`src/rtl/cache_pkg.sv`:
```
`timescale 1ns/1ps
// cache_pkg: constants and types shared by the cache block-transfer logic.
//   WORD_W  - data word width
//   MEM_AW  - main-memory word-address width
//   BEAT_W  - beat-offset width (words per block = 2**BEAT_W)
//   BLK_AW  - block-address width
//   CNT_W   - width of the completed-transfer counters
//   bridge_state_e - block-transfer FSM states
//   sat_inc - saturating counter increment
package cache_pkg;

    localparam int WORD_W = 32;
    localparam int MEM_AW = 13;
    localparam int BEAT_W = 3;
    localparam int BLK_AW = MEM_AW - BEAT_W;
    localparam int CNT_W  = 16;

    typedef enum logic [2:0] {
        ST_IDLE  = 3'd0,
        ST_WRITE = 3'd1,
        ST_READ  = 3'd2,
        ST_DRAIN = 3'd3,
        ST_DONE  = 3'd4
    } bridge_state_e;

    // Increment that sticks at all-ones instead of wrapping.
    function automatic logic [CNT_W-1:0] sat_inc(input logic [CNT_W-1:0] value);
        logic [CNT_W-1:0] result;
        if (value == {CNT_W{1'b1}}) begin
            result = value;
        end else begin
            result = value + 16'd1;
        end
        return result;
    endfunction

endpackage

```
`src/rtl/cache_mem_bridge.sv`:
```
`timescale 1ns/1ps
// cache_mem_bridge: moves one cache block between the miss handler and a
// single-port synchronous-read main memory, one word per cycle.
//   clk, rst                  - clock, asynchronous active-high reset
//   req_valid/req_ready       - block-transfer request handshake
//   req_write, req_block_addr - direction (1 = writeback) and block address
//   wr_data / wr_data_rd      - writeback word for beat_offset / consumed strobe
//   rd_data / rd_valid        - refill word for beat_offset / valid strobe
//   beat_offset               - beat index qualifying wr_data_rd or rd_valid
//   done                      - one-cycle completion pulse
//   mem_a_*                   - memory port A (1-cycle read latency)
//   refill_cnt, wb_cnt        - saturating completed-transfer counters
module cache_mem_bridge #(
    parameter int WORD_W = cache_pkg::WORD_W,
    parameter int MEM_AW = cache_pkg::MEM_AW,
    parameter int BEAT_W = cache_pkg::BEAT_W
) (
    input  logic                      clk,
    input  logic                      rst,
    input  logic                      req_valid,
    output logic                      req_ready,
    input  logic                      req_write,
    input  logic [MEM_AW-BEAT_W-1:0]  req_block_addr,
    input  logic [WORD_W-1:0]         wr_data,
    output logic                      wr_data_rd,
    output logic [WORD_W-1:0]         rd_data,
    output logic                      rd_valid,
    output logic [BEAT_W-1:0]         beat_offset,
    output logic                      done,
    output logic                      mem_a_en,
    output logic                      mem_a_we,
    output logic [MEM_AW-1:0]         mem_a_addr,
    output logic [WORD_W-1:0]         mem_a_din,
    input  logic [WORD_W-1:0]         mem_a_dout,
    output logic [15:0]               refill_cnt,
    output logic [15:0]               wb_cnt
);

    import cache_pkg::*;

    localparam int BLK_W = MEM_AW - BEAT_W;

    bridge_state_e          state_r;
    bridge_state_e          state_s;
    logic                   accept_s;
    logic                   last_beat_s;
    logic [BEAT_W-1:0]      beat_r;
    logic [BLK_W-1:0]       blk_r;
    logic                   rd_pend_r;
    logic [BEAT_W-1:0]      rd_beat_r;
    logic [WORD_W-1:0]      rd_hold_r;
    logic [15:0]            refill_cnt_r;
    logic [15:0]            wb_cnt_r;
    logic [BEAT_W-1:0]      beat_offset_s;

    assign last_beat_s = (beat_r == {BEAT_W{1'b1}});

    // Next-state decode; the request is accepted only from IDLE.
    always_comb begin
        state_s  = state_r;
        accept_s = 1'b0;
        case (state_r)
            ST_IDLE: begin
                if (req_valid) begin
                    accept_s = 1'b1;
                    state_s  = req_write ? ST_WRITE : ST_READ;
                end else begin
                    state_s  = ST_IDLE;
                end
            end
            ST_WRITE: begin
                if (last_beat_s) begin
                    state_s = ST_DONE;
                end else begin
                    state_s = ST_WRITE;
                end
            end
            ST_READ: begin
                if (last_beat_s) begin
                    state_s = ST_DRAIN;
                end else begin
                    state_s = ST_READ;
                end
            end
            ST_DRAIN: state_s = ST_IDLE;
            ST_DONE:  state_s = ST_IDLE;
            default:  state_s = ST_IDLE;
        endcase
    end

    // FSM state, beat counter and latched block address.
    // The beat counter only advances on active beats, so its natural 7->0
    // wrap coincides with leaving WRITE/READ.
    always_ff @(posedge clk or posedge rst) begin
        if (rst) begin
            state_r <= ST_IDLE;
            beat_r  <= {BEAT_W{1'b0}};
            blk_r   <= {BLK_W{1'b0}};
        end else begin
            state_r <= state_s;
            if ((state_r == ST_WRITE) || (state_r == ST_READ)) begin
                beat_r <= beat_r + {{(BEAT_W-1){1'b0}}, 1'b1};
            end else begin
                beat_r <= {BEAT_W{1'b0}};
            end
            if (accept_s) begin
                blk_r <= req_block_addr;
            end
        end
    end

    // Read-return tracking: memory answers one cycle after the address,
    // so the beat index and valid flag are delayed by one cycle; the last
    // returned word is held for rd_data between bursts.
    always_ff @(posedge clk or posedge rst) begin
        if (rst) begin
            rd_pend_r <= 1'b0;
            rd_beat_r <= {BEAT_W{1'b0}};
            rd_hold_r <= {WORD_W{1'b0}};
        end else begin
            rd_pend_r <= (state_r == ST_READ);
            rd_beat_r <= beat_r;
            if (rd_pend_r) begin
                rd_hold_r <= mem_a_dout;
            end
        end
    end

    // Completed-transfer counters, bumped in the final cycle of each burst.
    always_ff @(posedge clk or posedge rst) begin
        if (rst) begin
            refill_cnt_r <= 16'd0;
            wb_cnt_r     <= 16'd0;
        end else begin
            if (state_r == ST_DRAIN) begin
                refill_cnt_r <= sat_inc(refill_cnt_r);
            end
            if (state_r == ST_DONE) begin
                wb_cnt_r <= sat_inc(wb_cnt_r);
            end
        end
    end

    // Beat index: read returns take priority, else the active write beat.
    always_comb begin
        beat_offset_s = {BEAT_W{1'b0}};
        if (rd_pend_r) begin
            beat_offset_s = rd_beat_r;
        end else if (state_r == ST_WRITE) begin
            beat_offset_s = beat_r;
        end else begin
            beat_offset_s = {BEAT_W{1'b0}};
        end
    end

    assign req_ready   = (state_r == ST_IDLE);
    assign mem_a_en    = (state_r == ST_WRITE) || (state_r == ST_READ);
    assign mem_a_we    = (state_r == ST_WRITE);
    assign wr_data_rd  = (state_r == ST_WRITE);
    assign mem_a_addr  = {blk_r, beat_r};
    assign mem_a_din   = (state_r == ST_WRITE) ? wr_data : {WORD_W{1'b0}};
    assign rd_valid    = rd_pend_r;
    assign rd_data     = rd_pend_r ? mem_a_dout : rd_hold_r;
    assign beat_offset = beat_offset_s;
    assign done        = (state_r == ST_DRAIN) || (state_r == ST_DONE);
    assign refill_cnt  = refill_cnt_r;
    assign wb_cnt      = wb_cnt_r;

endmodule

```
`config.mk`:
```
export PLATFORM = sky130hd
export DESIGN_NAME = cache_mem_bridge
export DESIGN_NICKNAME = d
export VERILOG_FILES = /design/src/rtl/cache_pkg.sv /design/src/rtl/cache_mem_bridge.sv
export SDC_FILE = /design/constraint.sdc
export NUM_CORES = 1
export LEC_CHECK = 0
export ABC_CLOCK_PERIOD_IN_PS = 4400
export CAP_MARGIN = 20
export CORE_MARGIN = 2
export CORE_UTILIZATION = 41
export CTS_BUF_LIST = sky130_fd_sc_hd__clkbuf_4
export DETAILED_ROUTE_END_ITERATION = 7
export GPL_TIMING_DRIVEN = 0
export PLACE_DENSITY = 0.83
export SETUP_SLACK_MARGIN = 0.4
export SKIP_LAST_GASP = 1
export SLEW_MARGIN = 30
export SYNTH_ARGS = -nofsm -noshare
export SYNTH_HDL_FRONTEND = slang
export SYNTH_SLANG_ARGS = --single-unit
```
`constraint.sdc`:
```
create_clock -name clk -period 4.4 [get_ports clk]
set_clock_uncertainty 0.2 [all_clocks]
set_input_delay 1.32 -clock clk [delete_from_list [all_inputs] [get_ports clk]]
set_output_delay 1.32 -clock clk [all_outputs]
set_load 0.02 [all_outputs]
```
Yosys cells after proc, flatten, opt, wreduce, memory -nomap -nowiden
Index checks and enable logic that the tools add are counted.
{"block": "totals", "latch_bits": 0, "mem_bits_rw": 0, "memories": 0, "romBits": 0, "output_inout_bits": 118, "in_bits": 78, "reg_bits": 84}
{"block": "op_classes", "shifts": 0, "n_addsub": 3, "magnitude_cmp": 0, "bitwise_logic": 2, "n_reduce_logical": 5, "n_mux": 12, "n_eq_ne": 7, "n_mul": 0, "n_div": 0}
{"cell": "2-to-1 mux 32 bit", "n": 2}
{"cell": "adder 16 x 1 -> 16 bit, second input constant", "n": 2}
{"cell": "equality test 16 bit, second input constant", "n": 2}
{"cell": "2-to-1 mux 3 bit", "n": 4}
{"cell": "one-hot mux 3 bit (3 select lines)", "n": 1}
{"cell": "equality test 3 x 2 -> 1 bit, second input constant", "n": 2}
{"cell": "equality test 3 bit, second input constant", "n": 2}
{"cell": "2-to-1 mux 2 bit", "n": 2}
{"cell": "AND reduction 2 bit", "n": 2}
{"cell": "adder 3 x 1 -> 3 bit, second input constant", "n": 1}
{"cell": "equality test 3 x 1 -> 1 bit, second input constant", "n": 1}
{"cell": "zero test 3 bit", "n": 1}
{"cell": "2-to-1 mux 1 bit", "n": 3}
{"cell": "logical OR 1 bit", "n": 2}
{"cell": "inverter 1 bit", "n": 2}

Depth between registers and ports, before layout
{"block": "depth", "depth_word": 3, "ltp_mapped": 6, "ltp_nobuf": 5}

Worst setup path after synthesis
OpenSTA, ideal clock, no wires.
{"block": "synth_timing", "kind": "input port to output port", "start": "input mem_a_dout[0]", "end": "output rd_data[0]", "t_required_ns": 2.880, "arrival_time_ns": 1.631, "path_stages": 1, "path_slack_ns": 1.249, "path_cell_list": "mux2_2"}
{"block": "synth_via", "elab_chain_cells": 1}
{"item": "start: declaration", "line_no": "cache_mem_bridge.sv:34", "source": "input logic [WORD_W-1:0] mem_a_dout,"}
{"item": "2-to-1 mux 32 bit"}
{"item": "end: declaration", "line_no": "cache_mem_bridge.sv:26", "source": "output logic [WORD_W-1:0] rd_data,"}
Every way passes these cells.

Worst setup path after layout
{"block": "layout_timing", "start": "input mem_a_dout[29]", "end": "output rd_data[29]"}
Same word-level chain as after synthesis.

==> results by group <==
Synth
  – Synth Area in Compound Gates: 2.37%
  – Post-synthesis register bit count: 84
  – Post-synthesis sequential area ratio: a little under three fifths
  – Fraction of registers with async set/reset: 100%
  – Synth Instances: 306
  – Post-synthesis simple-gate area fraction: ~19%
  – YS warnings: 0
  – Post-Synth Adder-Cell Area: about 1.3%
  – Netlist cell types: 39
  – Net count of the mapped netlist: 388
  – Main synth FF type: dfrtp_1
  – Post-synth EDFFs: 0
  – Largest cells by area after synthesis: dfrtp_1 (55%), mux2_2 (13%), and2_1 (5.6%)
  – Avg Inst Size Synth: roughly 12 um2
  – Post-synth top area share: between 50% and 60%
  – Main combinational cell family by area after synthesis: simple AND/OR/NAND/NOR gates
  – Synth area leader: dfrtp_1
  – Synth Cell Area: 3790 um2
  – XOR/XNOR Fraction of Synth Area: around 6.2%
  – Fraction of synthesized area in multiplexers: 13.7%

Placement
  – Worst slack, placed: 315 ps
  – IO buf count: between 150 and 200
  – Hpwl dp: 7500 um
  – RePlAce Congestion: between 0.8 and 0.9
  – Post-Place Cell Area: 5910 um2

Setup path
  – Worst-path cell chain: clkdlybuf4s50_1, mux2_2, dlygate4sd2_1
  – Critical path arrival: between 2000 and 2500 ps
  – CP endpoint: rd_data[29]
  – Reg2reg end: refill_cnt[4]$_DFFE_PP0P_
  – Worst Setup End Kind: output pin
  – Critical path origin: mem_a_dout[29]
  – Crit path max-delay family: buffers and inverters
  – Critical R2R Launch: refill_cnt[0]$_DFFE_PP0P_
  – CP Data Required Time: between 2000 and 3000 ps
  – Worst reg-to-reg setup slack: roughly 2300 ps
  – Critical path class: in -> out
  – Critical path buffers and inverters: 2
  – Max incr delay on CP: ~420 ps
  – Max Fanout on Critical Path: 2
  – Worst Setup Start Kind: input pin
  – Slowest cell on crit path: clkdlybuf4s50_1
  – R2r worst-path depth: 6
  – Path length in cells of the critical path: 3

Floorplanning
  – I/O pin cnt: approximately 200
  – Starting Density: a little over two fifths
  – Rows: 35
  – Die Y-Extent: between 100 and 150 um
  – Die area: ~10000 um2
  – Core Area: around 9100 um2
  – Die Span X: between 100 and 150 um

STA
  – Fin crit share: between 80 and 90%
  – Relative slew slack: approximately 63%
  – Final hold viol count: 0
  – Setup violators final: 0
  – RSZ-0062 raised after global routing: no
  – Final WS setup: roughly 540 ps
  – Worst slew pin tran: around 550 ps
  – Slew Limit Fails: 0
  – Min cycle time layout: 3860 ps
  – Max Freq: between 200 and 300 MHz

Routing
  – Drt initial violations: a little under 80
  – Final WL: slightly below 10000 um
  – Vias: ~3200
  – WL/cell: approximately 16 um
  – Post-route ant nets: 0
  – # DRC: 0
  – Vias/cell: 5.01
  – DR pass1 iterations: 4

CTS
  – Setup repair bufs after CTS: 0
  – CTS tree: done
  – Max Root-Sink Buffers: 2
  – Clock Tree Root: clkbuf_4
  – Clock sinks: 84
  – Insertion delay to the later sink of the worst-skew pair: about 420 ps
  – Num CTS Buffers: 9
  – Clock-pin transition on the worst setup and hold timing paths: 120 ps
  – H-tree Lvls: 3
  – Cts hold-fix bufs: 0

GRT
  – Met1 Use GR: 24.3%
  – First-pass GRT wire length: roughly 16000 um
  – Met2 usage: between 30 and 40%
  – Total grt overflow: 0
  – Vias in the first global route: 3370
  – Largest net degree at the start of global routing: 45
  – GRT Util Overall: about a fifth
  – Initial antenna violation count: 0
  – Layer with the highest usage: met2
  – Met3 GRT Util: 5.01%

Final layout
  – Area Growth Syn to Fin: 59.1%
  – Final Instance Area: approximately 6000 um2
  – Fraction of layout cells with a size suffix above 1: approximately 16%
  – Most common cell after layout, fill and taps aside: clkdlybuf4s50_1
  – Most frequent cells in the layout: clkdlybuf4s50_1 (131), dfrtp_1 (83), dlygate4sd2_1 (56)
  – Final net count: about 600
  – Final-layout fill cell count: 740
  – Antenna Cells: 0

Worst hold path
  – Hold crit path type: reg -> reg

Pwr
  – Maximum VDD drop: between 0.0003 and 0.0004 V
  – Pwr Density: 561 nW/um2
  – P_leak: about 2.9 nW

Status
  – Status: complete, no violations

Run
  – Max_cap viols: 0
synthesized netlist by cell type, types with 2 or more instances:
master,number
dfrtp_1,84
mux2_2,45
and2_1,34
nand2_1,22
xor2_1,16
xnor2_1,11
nand3_1,10
nor2_1,10
nand4_1,9
buf_2,5
clkbuf_1,5
nor3_1,5
nor4_1,5
and4_1,4
ha_1,4
and3_1,3
inv_1,3
nor2b_1,3
nor3b_1,3
o21ai_0,3
a21oi_1,2
nand3b_1,2
nor3_2,2
area by class of cell:
class	count	area, um2	share of cell area (%)
well taps	111	139	2.30
repair buffers	196	1920	31.8
multi-input cells	208	1640	27.1
flip-flops and latches	84	2100	34.8
clock buffers	11	82.6	1.37
plain buffers	11	53.8	0.891
inverters	3	16.3	0.269
clock inverters	5	85.1	1.41
cell families (layout without fill, tap and decap cells):
family	count (synthesis)	after routing
flip-flops	84	84
adder cells (fa/ha/maj)	4	4
XOR/XNOR	27	27
multiplexers	46	46
AO/OA/AOI/OAI	12	12
AND/OR/NAND/NOR	119	119
buffers and inverters	14	226
routing by layer:
layer  share of wire (%)  vias to the layer above  wire length [um]
met3                 6.8                       16               672
met4                 2.1                        0               204
met1                  41                     1520              4070
met2                  50                      143              4900
li1                    -                     1475                 -
met5                   0                        -                 0
worst register-to-register path, cell delays in order, from the launching register on:
cell and delay (ps):
dfrtp_1 470, ha_1 270, and4_1 260, a41oi_2 250, buf_2 260, nand4_1 160
xnor2_1 150
state kept, by name, indices dropped and copies added, names as in the netlist:
name	flops
state_r	3
refill_cnt	16
blk_r	10
rd_beat_r	3
beat_r	3
rd_valid	1
rd_hold_r	32
wb_cnt	16
how the worst min path moves through the flow:
stage                                   endpoint  depth (start not counted)                 start
after global placement    rd_beat_r[2]$_DFF_PP0_                          0   beat_r[2]$_DFF_PP0_
after floorplan               rd_valid$_DFF_PP0_                          1  state_r[2]$_DFF_PP0_
final                     rd_beat_r[2]$_DFF_PP0_                          0   beat_r[2]$_DFF_PP0_
after CTS                 rd_beat_r[2]$_DFF_PP0_                          0   beat_r[2]$_DFF_PP0_
after detailed placement  rd_beat_r[2]$_DFF_PP0_                          0   beat_r[2]$_DFF_PP0_
after global routing      rd_beat_r[2]$_DFF_PP0_                          0   beat_r[2]$_DFF_PP0_
metrics by stage:
stage               hold WS (ps)  util, %  std cells  TNS (ps)  power [W]
floorplan                    327        -        306         0    0.00215
global placement             211     64.6        612    -43920    0.00304
detailed placement           223     64.9        613         0    0.00308
CTS                          253     66.0        629         0    0.00343
global route                 270     66.3        629         0    0.00358
finish                       250     66.3        629         0    0.00338
report_power, final:
part | internal, W | switching (W)
logic | 0.000811 | 0.000922
clock network | 0.000247 | 0.000268
registers | 0.00102 | 0.000119
total | 0.00207 | 0.00131
repair_timing:
| action | in CTS | in global routing |
|---|---|---|
| gates resized for setup | 59 | 9 |
| endpoints found under the setup margin | 62 | 8 |
| gates cloned | 0 | 0 |
Power figures use the tool's default switching activity.
